File: config.mk
export PLATFORM = sky130hd
export DESIGN_NAME = fifo_rr_scheduler
export DESIGN_NICKNAME = d
export VERILOG_FILES = /design/src/rtl/fifo_sched_pkg.sv /design/src/rtl/rr_arbiter4.sv /design/src/rtl/fifo_rr_scheduler.sv
export SDC_FILE = /design/constraint.sdc
export NUM_CORES = 1
export LEC_CHECK = 0
export CELL_PAD_IN_SITES_DETAIL_PLACEMENT = 1
export CELL_PAD_IN_SITES_GLOBAL_PLACEMENT = 1
export CORE_UTILIZATION = 35
export CTS_BUF_LIST = sky130_fd_sc_hd__clkbuf_16
export CTS_CLUSTER_DIAMETER = 120
export CTS_CLUSTER_SIZE = 14
export DETAILED_ROUTE_END_ITERATION = 16
export DONT_BUFFER_PORTS = 1
export HOLD_SLACK_MARGIN = 0.05
export PLACE_DENSITY_LB_ADDON = 0.1
export SLEW_MARGIN = 20
export SYNTH_ARGS = -nofsm -noshare
export SYNTH_HDL_FRONTEND = slang
export SYNTH_SLANG_ARGS = --single-unit
File: constraint.sdc
create_clock -name clk -period 7.6 [get_ports clk]
set_input_delay 2.28 -clock clk [delete_from_list [all_inputs] [get_ports clk]]
set_output_delay 2.28 -clock clk [all_outputs]
set_load 0.02 [all_outputs]
File: src/rtl/fifo_sched_pkg.sv
// Shared constants and FSM encoding for the class-FIFO round-robin scheduler.
package fifo_sched_pkg;

  localparam int NUM_Q     = 4;
  localparam int DATA_SIZE = 6;
  localparam int GID_W     = 2;

  typedef enum logic [2:0] {
    ST_RESET  = 3'd0,
    ST_INIT   = 3'd1,
    ST_IDLE   = 3'd2,
    ST_ACTIVE = 3'd3,
    ST_ERROR  = 3'd4
  } state_e;

endpackage

File: src/rtl/rr_arbiter4.sv
// Four-way round-robin arbiter: first requester at or after the pointer wins,
// and the pointer moves past the winner only when the grant is accepted.
module rr_arbiter4 (
  input  logic       clk,
  input  logic       reset,
  input  logic [3:0] req,
  input  logic       accept,
  output logic [3:0] grant,
  output logic [1:0] grant_idx,
  output logic       grant_vld
);

  logic [1:0] ptr_q, ptr_d;
  logic [1:0] cand;

  // Scan the four positions starting from the pointer, wrapping 3 -> 0.
  always_comb begin
    grant_vld = 1'b0;
    grant_idx = ptr_q;
    cand      = ptr_q;
    for (int k = 0; k < 4; k++) begin
      cand = ptr_q + 2'(k);
      if (!grant_vld && req[cand]) begin
        grant_vld = 1'b1;
        grant_idx = cand;
      end
    end
    grant = grant_vld ? (4'b0001 << grant_idx) : 4'b0000;
    ptr_d = (accept && grant_vld) ? grant_idx + 2'd1 : ptr_q;
  end

  // Pointer register.
  always_ff @(posedge clk) begin
    if (reset) ptr_q <= 2'd0;
    else       ptr_q <= ptr_d;
  end

endmodule

File: src/rtl/fifo_rr_scheduler.sv
// Drains four class FIFOs round-robin into one destination FIFO, owns the
// shared almost-full/almost-empty thresholds and a small control FSM.
module fifo_rr_scheduler #(
  parameter int DATA_SIZE = fifo_sched_pkg::DATA_SIZE,
  parameter int NUM_Q     = fifo_sched_pkg::NUM_Q
) (
  input  logic                       clk,
  input  logic                       reset,
  input  logic                       init,
  input  logic [DATA_SIZE-1:0]       umb_almost_full_cfg,
  input  logic [DATA_SIZE-1:0]       umb_almost_empty_cfg,
  input  logic [NUM_Q-1:0]           src_empty,
  input  logic [NUM_Q-1:0]           src_error,
  input  logic [NUM_Q*DATA_SIZE-1:0] src_data,
  input  logic                       dst_pause,
  input  logic                       dst_error,
  output logic [DATA_SIZE-1:0]       umb_almost_full,
  output logic [DATA_SIZE-1:0]       umb_almost_empty,
  output logic [NUM_Q-1:0]           pop,
  output logic                       push,
  output logic [DATA_SIZE-1:0]       data_out,
  output logic [1:0]                 grant_id,
  output logic                       idle,
  output logic                       error_out
);
  import fifo_sched_pkg::*;

  state_e               state_q, state_d;
  logic [DATA_SIZE-1:0] thr_full_q, thr_full_d;
  logic [DATA_SIZE-1:0] thr_empty_q, thr_empty_d;
  // [1]: word requested last cycle, now on src_data; [2]: word on data_out.
  logic [2:1]           vld_pipe_q, vld_pipe_d;
  logic [1:0]           s1_id_q, s1_id_d;
  logic [DATA_SIZE-1:0] data_q, data_d;
  logic [1:0]           gid_q, gid_d;
  logic                 idle_q, idle_d;
  logic                 err_q, err_d;

  logic       err_in;
  logic [3:0] req;
  logic [3:0] gnt;
  logic [1:0] gnt_idx;
  logic       gnt_vld;
  logic       pop_fire;
  logic       drained;

  // Eligibility is gated by state and back-pressure; errors and reset veto the pop.
  always_comb begin
    err_in   = (|src_error) | dst_error;
    req      = (state_q == ST_ACTIVE && !dst_pause) ? ~src_empty : 4'b0000;
    pop_fire = gnt_vld && !err_in && !reset && (state_q == ST_ACTIVE);
    pop      = pop_fire ? gnt : 4'b0000;
    drained  = ~|vld_pipe_q;
  end

  rr_arbiter4 u_arb (
    .clk       (clk),
    .reset     (reset),
    .req       (req),
    .accept    (pop_fire),
    .grant     (gnt),
    .grant_idx (gnt_idx),
    .grant_vld (gnt_vld)
  );

  // Control FSM next state and threshold loading.
  always_comb begin
    state_d     = state_q;
    thr_full_d  = thr_full_q;
    thr_empty_d = thr_empty_q;
    if (state_q == ST_RESET) begin
      state_d = ST_INIT;
    end else if (err_in) begin
      state_d = ST_ERROR;
    end else begin
      case (state_q)
        ST_INIT: begin
          if (init) begin
            thr_full_d  = umb_almost_full_cfg;
            thr_empty_d = umb_almost_empty_cfg;
          end else begin
            state_d = ST_IDLE;
          end
        end
        ST_IDLE: begin
          if (init)                            state_d = ST_INIT;
          else if (!(&src_empty) && !dst_pause) state_d = ST_ACTIVE;
        end
        ST_ACTIVE: begin
          if ((&src_empty) && drained) state_d = ST_IDLE;
        end
        ST_ERROR: state_d = ST_ERROR;
        default:  state_d = ST_RESET;
      endcase
    end
    idle_d = (state_d == ST_IDLE);
    err_d  = (state_d == ST_ERROR);
  end

  // Two-stage datapath: capture the source word the cycle after the pop, push it the next.
  always_comb begin
    vld_pipe_d[1] = pop_fire;
    vld_pipe_d[2] = vld_pipe_q[1];
    s1_id_d       = gnt_idx;
    data_d        = data_q;
    gid_d         = gid_q;
    if (vld_pipe_q[1]) begin
      data_d = src_data[int'(s1_id_q)*DATA_SIZE +: DATA_SIZE];
      gid_d  = s1_id_q;
    end
  end

  // State, thresholds and pipeline registers; reset drops anything in flight.
  always_ff @(posedge clk) begin
    if (reset) begin
      state_q     <= ST_RESET;
      thr_full_q  <= '0;
      thr_empty_q <= '0;
      vld_pipe_q  <= '0;
      s1_id_q     <= '0;
      data_q      <= '0;
      gid_q       <= '0;
      idle_q      <= 1'b0;
      err_q       <= 1'b0;
    end else begin
      state_q     <= state_d;
      thr_full_q  <= thr_full_d;
      thr_empty_q <= thr_empty_d;
      vld_pipe_q  <= vld_pipe_d;
      s1_id_q     <= s1_id_d;
      data_q      <= data_d;
      gid_q       <= gid_d;
      idle_q      <= idle_d;
      err_q       <= err_d;
    end
  end

  assign umb_almost_full  = thr_full_q;
  assign umb_almost_empty = thr_empty_q;
  assign push             = vld_pipe_q[2];
  assign data_out         = data_q;
  assign grant_id         = gid_q;
  assign idle             = idle_q;
  assign error_out        = err_q;

endmodule
# ---- After elaboration in Yosys (flattened, before gate mapping)
# Cells that the tools add are included.
# W data, S select, Z words.
dict set report totals {
  out_inout_bits 27
  inputBits 49
  regBits 31
}
dict set report classes {
  mux 25
  reduce_logical 23
  n_eq_ne 6
  n_lt_le_gt_ge 4
  multipliers 1
  add_sub_neg 4
  n_shift 2
  bitwise 4
}
# operator n
set ops {}
lappend ops {{$shiftx A24 B6 Y6} 1}
lappend ops {{$mux W3} 6}
lappend ops {{$lt A2 B3 Y1 const B} 4}
lappend ops {{$mux W4} 3}
lappend ops {{$pmux W3 S4} 1}
lappend ops {{$logic_and A1 B1 Y1} 10}
lappend ops {{$eq A3 B2 Y1 const B} 3}
lappend ops {{$bmux W1 S2} 4}
lappend ops {{$logic_not A1 Y1} 8}
lappend ops {{$mux W1} 8}
lappend ops {{$reduce_and A4 Y1} 2}
lappend ops {{$eq A3 B3 Y1 const B} 2}
lappend ops {{$mux W2} 3}
lappend ops {{$add A2 B1 Y2 const B} 2}
lappend ops {{$add A2 B2 Y2 const B} 2}
lappend ops {{$mul A2 B2 Y4 const B} 1}
lappend ops {{$not A4 Y4} 1}
lappend ops {{$reduce_or A4 Y1} 1}
lappend ops {{$shl A1 B2 Y4 const A} 1}
lappend ops {{$eq A3 B1 Y1 const B} 1}
lappend ops {{$logic_not A3 Y1} 1}
lappend ops {{$not A1 Y1} 2}
lappend ops {{$reduce_or A2 Y1} 1}
lappend ops {{$or A1 B1 Y1} 1}

# ---- Depth between registers and ports, before layout
dict set report depth {
  depth_word 19
  depth_mapped 8
  ltp_nobuf 7
}

# ---- Modules after synthesis
# Synthesis repeated with hierarchy kept, for this count alone.
dict set report unflattened {
  cells_unflattened 177
  area_unflattened_um2 1755.4
}
# mod area_per_inst_um2 seq_area_each_um2 instances cells_per_inst
set by_module_without_submodules {}
lappend by_module_without_submodules {fifo_rr_scheduler 1435.1 580.6 1 139}
lappend by_module_without_submodules {rr_arbiter4 320.3 40.0 1 38}

# ---- Worst setup path after synthesis
# No wires, ideal clock.
dict set report synth_path {
  path_kind {input-to-output}
  start {input port src_empty[2]}
  end {output port pop[0]}
  path_stages 7
  arrival_time_ps 3585
  setup_slack_ps 1735
  cell_sequence {buf_4 > inv_1 > a211o_1 > a221o_1 > and2_2 > ha_1 > and2_1}
}
dict set report synth_via {
  elab_chain_cells 18
}
# element line
set synth_lines {}
lappend synth_lines {{start, declared} fifo_rr_scheduler.sv:12} ;# input logic [NUM_Q-1:0] src_empty,
lappend synth_lines {{$not A4 Y4 (*)} fifo_rr_scheduler.sv:50} ;# req = (state_q == ST_ACTIVE && !dst_pause) ? ~src_empty : 4'b0000;
lappend synth_lines {{$mux W4 (*)} fifo_rr_scheduler.sv:50}
lappend synth_lines {{$bmux W1 S2} rr_arbiter4.sv:23} ;# if (!grant_vld && req[cand]) begin
lappend synth_lines {{$mux W1 (not written as such)} rr_arbiter4.sv:23}
lappend synth_lines {{$mux W1} rr_arbiter4.sv:23}
lappend synth_lines {{$logic_not A1 Y1} rr_arbiter4.sv:23}
lappend synth_lines {{$logic_and A1 B1 Y1} rr_arbiter4.sv:23}
lappend synth_lines {{$mux W1} rr_arbiter4.sv:23}
lappend synth_lines {{$logic_not A1 Y1} rr_arbiter4.sv:23}
lappend synth_lines {{$logic_and A1 B1 Y1} rr_arbiter4.sv:23}
lappend synth_lines {{$mux W1} rr_arbiter4.sv:23}
lappend synth_lines {{$logic_not A1 Y1} rr_arbiter4.sv:23}
lappend synth_lines {{$logic_and A1 B1 Y1} rr_arbiter4.sv:23}
lappend synth_lines {{$mux W1} rr_arbiter4.sv:23}
lappend synth_lines {{$logic_and A1 B1 Y1 (3 in series)} fifo_rr_scheduler.sv:51} ;# pop_fire = gnt_vld && !err_in && !reset && (state_q == ST_ACTIVE);
lappend synth_lines {{$mux W4 (*)} fifo_rr_scheduler.sv:52} ;# pop = pop_fire ? gnt : 4'b0000;
lappend synth_lines {{end, declared} fifo_rr_scheduler.sv:19} ;# output logic [NUM_Q-1:0] pop,
# Mark *: on every way between the ends. The rest lies on a longest branch, timed or not. The select of a mux whose other input is x is not followed.

# ---- Final worst setup path
dict set report layout_path {
  start {input port dst_pause}
  end {output port pop[2]}
}
# element line
set layout_rtl {}
lappend layout_rtl {{start, declared} fifo_rr_scheduler.sv:15} ;# input logic dst_pause,
lappend layout_rtl {{$logic_not A1 Y1 (*)} fifo_rr_scheduler.sv:50}
lappend layout_rtl {{$logic_and A1 B1 Y1 (*)} fifo_rr_scheduler.sv:50}
lappend layout_rtl {{$mux W4 (*)} fifo_rr_scheduler.sv:50}
lappend layout_rtl {{$bmux W1 S2} rr_arbiter4.sv:23}
lappend layout_rtl {{$mux W1 (not written as such)} rr_arbiter4.sv:23}
lappend layout_rtl {{$mux W1} rr_arbiter4.sv:23}
lappend layout_rtl {{$logic_not A1 Y1} rr_arbiter4.sv:23}
lappend layout_rtl {{$logic_and A1 B1 Y1} rr_arbiter4.sv:23}
lappend layout_rtl {{[3 not listed]} n/a}
lappend layout_rtl {{$mux W1} rr_arbiter4.sv:23}
lappend layout_rtl {{$logic_not A1 Y1} rr_arbiter4.sv:23}
lappend layout_rtl {{$logic_and A1 B1 Y1} rr_arbiter4.sv:23}
lappend layout_rtl {{$mux W2 (*)} rr_arbiter4.sv:23}
lappend layout_rtl {{named net gnt_idx[1]} fifo_rr_scheduler.sv:42} ;# logic [1:0] gnt_idx;
lappend layout_rtl {{$shl A1 B2 Y4 (*)} rr_arbiter4.sv:28} ;# grant = grant_vld ? (4'b0001 << grant_idx) : 4'b0000;
lappend layout_rtl {{$mux W4 (*)} rr_arbiter4.sv:28}
lappend layout_rtl {{$mux W4 (*)} fifo_rr_scheduler.sv:52}
# Mark *: on every way through the listed nets, which the timed path passes. The rest lies on a longest branch. The select of a mux whose other input is x is not followed.

==> summary by stage <==
Outcome
The flow ran to the end, and the final reports show no timing, DRC or antenna violations.

STA
The ratio of final minimum period to clock period is 76.5%. Setup violations remaining at the end of the flow were counted as 0. The slew at the pin closest to its max-slew limit is 0.547 ns. The number of hold-slack violations in the final timing report is 0.

Setup total negative slack on the finished layout was measured at 0 ns. Between clock sinks in the finished design, the worst skew comes to 0.00494 ns. Setup repair after global routing left no endpoint under its margin. The minimum clock period after layout is 5.81 ns. The fmax is 0.172 GHz. Measured against its own limit, the worst slew margin works out to 63.5%.

The count of final max-slew check failures is 0.

Setup path
The critical path startpoint is dst_pause. The critical path goes through and4bb_2 > and4b_2 > o22ai_1 > inv_1 > ha_1 > and2_1. In this run the critical register-to-register path is captured at u_arb.ptr_q[1]$_SDFFE_PP0P_.

The delay of the slowest cell on the worst path is 0.30 ns. Along the worst path, the maximum fanout reaches 4. The data required time at the worst endpoint is 5.32 ns. Counting both buffers and inverters, the worst setup path holds a total of 1. The worst setup path is launched from an input port. The worst register-to-register path has a setup slack of 5.72 ns. The largest individual stage delay along the critical path comes from the cell sky130_fd_sc_hd__o22ai_1. Data on the critical path arrives at its endpoint at 3.53 ns. The worst setup path is of the in -> out kind.

The kind of capture point of the worst setup path is an output port. The number of cells on the worst reg-to-reg path is 7. The category of cells accounting for the largest share of critical-path delay is simple AND/OR/NAND/NOR gates. The reg-to-reg critical path startpoint is state_q[2]$_SDFF_PP0_.

Global routing
The number of antenna violations at the first check in global routing was 0. The largest net degree at the start of global routing is 32. The number of global-route vias before repair is 1,118. The total congestion overflow is 0. The first global-routing pass estimated 5320 um of wire. The total global routing track utilization is 16.0%.

Layout
Leaving out filler cells and counting taps, the final layout contains 200. Compared with the post-synthesis result, the final layout area differs by 11.6%. Summing all multi-input logic gate instances after layout gives 846 sq um.

For this run, the post-layout net count is 202. In the final layout, the share of cells above drive strength 1 is 16.0%. The repair_antennas step left the layout with diodes totalling 0.

The number of fill cells in the layout is 471. Summing all flip-flop and latch instances after layout gives 621 sq um.

Pwr
Combinational cells account for 2.9% of the total power. The internal power is 0.000324 W. Dividing total power by cell area gives a power density of 234 nW/um^2. For this design the static power due to leakage is 0.705 nW. The clock network burns 55.1% of the power.

The sequential power share is 42.0%. For this design the total switching power over the nets is 0.0000759 W. The share of total power consumed by net switching is 19.0%. IR analysis of the VDD net gives a maximum drop of 0.171 mV.

Worst hold path
The worst hold path terminates at u_arb.ptr_q[1]$_SDFFE_PP0P_. The worst hold path begins at u_arb.ptr_q[1]$_SDFFE_PP0P_. The number of stages on the worst hold path is 2. The path class of the tightest hold or removal check is reg -> reg.

Die
The floorplan step defined a die boundary enclosing 4650 sq um. Row generation in the floorplan step produced 23 rows. Measured along the x axis, the die boundary spans 68.2 um. From bottom edge to top edge, the die measures 68.2 um. For this design the top-level I/O count stands at 76. The core box area is 4120 sq um. The initial standard-cell utilization of the core is 37.3%.

Clocking
The clock root buffer is sky130_fd_sc_hd__clkbuf_16. The count of H-tree levels built during CTS is 2. The post-CTS setup buffer count is 0. Once the clock tree was built, the resizer swapped 0 gates to a different size. The maximum number of buffers from clock root to sink is 2.

The clock-pin slew of the registers on the worst-case setup and hold paths is 0.05 ns. The number of hold buffers added after cts is 0. Counting every sink on the clock net gives 31.

Buffers inserted during clock tree synthesis total 5. TritonCTS built the clock tree. The clock latency reported for the late side of the worst-skew pair is 0.27 ns.

Place
The HPWL after detailed placement is 2590 um. In this run the tool buffered the top-level ports with 0 buffer cells. The cell total after placement is 192.

At the end of routability-driven placement, the weighted congestion stood at 0.733.

Run
The tool flagged a number of max-cap violations equal to 0.

Yosys
The sequential-to-total area share from yosys stat is 40.5%. The mean post-synth cell area is 10.2 sq um. The number of distinct standard cells referenced by the synthesized netlist is 37.

During synthesis, Yosys emitted a total of 0 warnings. Counting every net in the synthesized netlist gives 204. The number of synthesized flops with an enable pin is 0.

The flop and latch count out of synthesis is 31. The gate count of the mapped netlist is 151. The proportion of register bits with asynchronous set or reset after synthesis is 0%.

For this run, the leading register cell type out of synthesis is sky130_fd_sc_hd__dfxtp_1. The netlist area before placement is 1530 sq um.

Route
The routed layout has 1,131 vias. The number of nets with antenna violations after detailed routing is 0. For this block, the routed nets add up to 3500 um of wire. Using the TritonRoute via totals, the vias-per-cell ratio works out to 5.66.

The final routed DRC violation total is 0. The number of design-rule violations left by the first detailed-router iteration is 9. The detailed-routing iteration count for the pre-antenna-repair pass is 4.

In the final routed layout, each cell accounts on average for 17.5 um.
==> flip-flops by register name (all words and copies together), names as in the netlist <==
| signal | count |
|---|---|
| data_out | 6 |
| error_out | 1 |
| grant_id | 2 |
| idle | 1 |
| s1_id_q | 2 |
| state_q | 3 |
| u_arb.ptr_q | 2 |
| umb_almost_empty | 6 |
| umb_almost_full | 6 |
| vld_pipe_q | 2 |
==> worst min-delay path, stage by stage (launching register included) <==
cell and delay, ns:
sky130_fd_sc_hd__dfxtp_1 0.35, sky130_fd_sc_hd__nand2_1 0.08, sky130_fd_sc_hd__a21oi_1 0.06
==> power by group through the flow <==
| stage | registers (W) | logic, W | clock network [W] |
|---|---|---|---|
| after floorplan | 0.000170 | 0.0000142 | 0 |
| after global placement | 0.000171 | 0.0000114 | 0 |
| after detailed placement | 0.000171 | 0.0000117 | 0 |
| after CTS | 0.000168 | 0.0000119 | 0.000226 |
| after global routing | 0.000168 | 0.0000134 | 0.000235 |
| final | 0.000168 | 0.0000117 | 0.000220 |
==> logic make-up after synthesis <==
kind of cell	count (synthesis)	share of synthesized area, %
buf+inv	14	4.40
simple gates	62	22.8
mux	26	21.9
flops	31	40.5
compound gates	13	6.61
fa+ha+maj	5	3.92
==> how the worst max path moves through the flow <==
stage | end | depth (start not counted) | slack (ns)
after floorplan | pop[0] | 7 | 1.73
after global placement | pop[2] | 6 | 1.83
after detailed placement | pop[2] | 6 | 1.77
after CTS | pop[2] | 6 | 1.76
after global routing | pop[3] | 6 | 1.69
final | pop[2] | 6 | 1.79
==> synthesized netlist by cell type, types with 2 or more instances <==
library cell	n	share of area, %
sky130_fd_sc_hd__mux4_2	6	8.8
sky130_fd_sc_hd__and2_1	5	2.0
sky130_fd_sc_hd__mux2i_1	20	13
sky130_fd_sc_hd__nor3_1	5	1.6
sky130_fd_sc_hd__and4bb_2	2	1.6
sky130_fd_sc_hd__buf_2	3	0.98
sky130_fd_sc_hd__inv_1	5	1.2
sky130_fd_sc_hd__clkbuf_1	4	0.98
sky130_fd_sc_hd__nand2_1	8	2.0
sky130_fd_sc_hd__dfxtp_1	31	40
sky130_fd_sc_hd__nor2b_1	3	1.2
sky130_fd_sc_hd__nor2_1	26	6.4
sky130_fd_sc_hd__ha_1	4	3.3
sky130_fd_sc_hd__nand4_1	2	0.82
sky130_fd_sc_hd__a21oi_1	5	1.6
==> through the flow <==
step | power, W | utilization, % | instance area [sq um] | setup WS, ns | hold WS (ns)
floorplan | 0.000184 | - | 1530 | 1.73 | 0.470
global placement | 0.000183 | 37.6 | 1550 | 1.83 | 0.498
detailed placement | 0.000183 | 37.6 | 1550 | 1.77 | 0.512
CTS | 0.000405 | 41.6 | 1710 | 1.76 | 0.524
global route | 0.000417 | 41.6 | 1710 | 1.69 | 0.560
finish | 0.000400 | 41.6 | 1710 | 1.79 | 0.533
==> cell type report <==
type / count / area share, %
inverters: 5 / 1.10
well taps: 50 / 3.65
clock buffers: 5 / 7.31
flip-flops and latches: 31 / 36.3
clock inverters: 3 / 2.27
multi-input cells: 106 / 49.4
==> cell usage in the layout, fill, tap and decap left out, types with 2 or more instances in the layout <==
| cell type | synthesis | final |
|---|---|---|
| sky130_fd_sc_hd__and4bb_2 | 2 | 2 |
| sky130_fd_sc_hd__dfxtp_1 | 31 | 31 |
| sky130_fd_sc_hd__nor2b_1 | 3 | 3 |
| sky130_fd_sc_hd__inv_1 | 5 | 5 |
| sky130_fd_sc_hd__clkbuf_16 | 0 | 5 |
| sky130_fd_sc_hd__mux2i_1 | 20 | 20 |
| sky130_fd_sc_hd__mux4_2 | 6 | 6 |
| sky130_fd_sc_hd__a21oi_1 | 5 | 5 |
| sky130_fd_sc_hd__and2_1 | 5 | 5 |
| sky130_fd_sc_hd__nor2_1 | 26 | 26 |
| sky130_fd_sc_hd__nand2_1 | 8 | 8 |
| sky130_fd_sc_hd__nor3_1 | 5 | 5 |
| sky130_fd_sc_hd__nand4_1 | 2 | 2 |
| sky130_fd_sc_hd__ha_1 | 4 | 4 |
==> metal layers <==
metal	wire (um)	up-vias	GRT usage [%]
met5	0	-	0
met2	1800	39	26.6
met4	36	0	7.81
li1	-	529	-
met3	234	4	5.67
met1	1430	559	17.9
No activity file was read; power rests on OpenSTA's default activity.
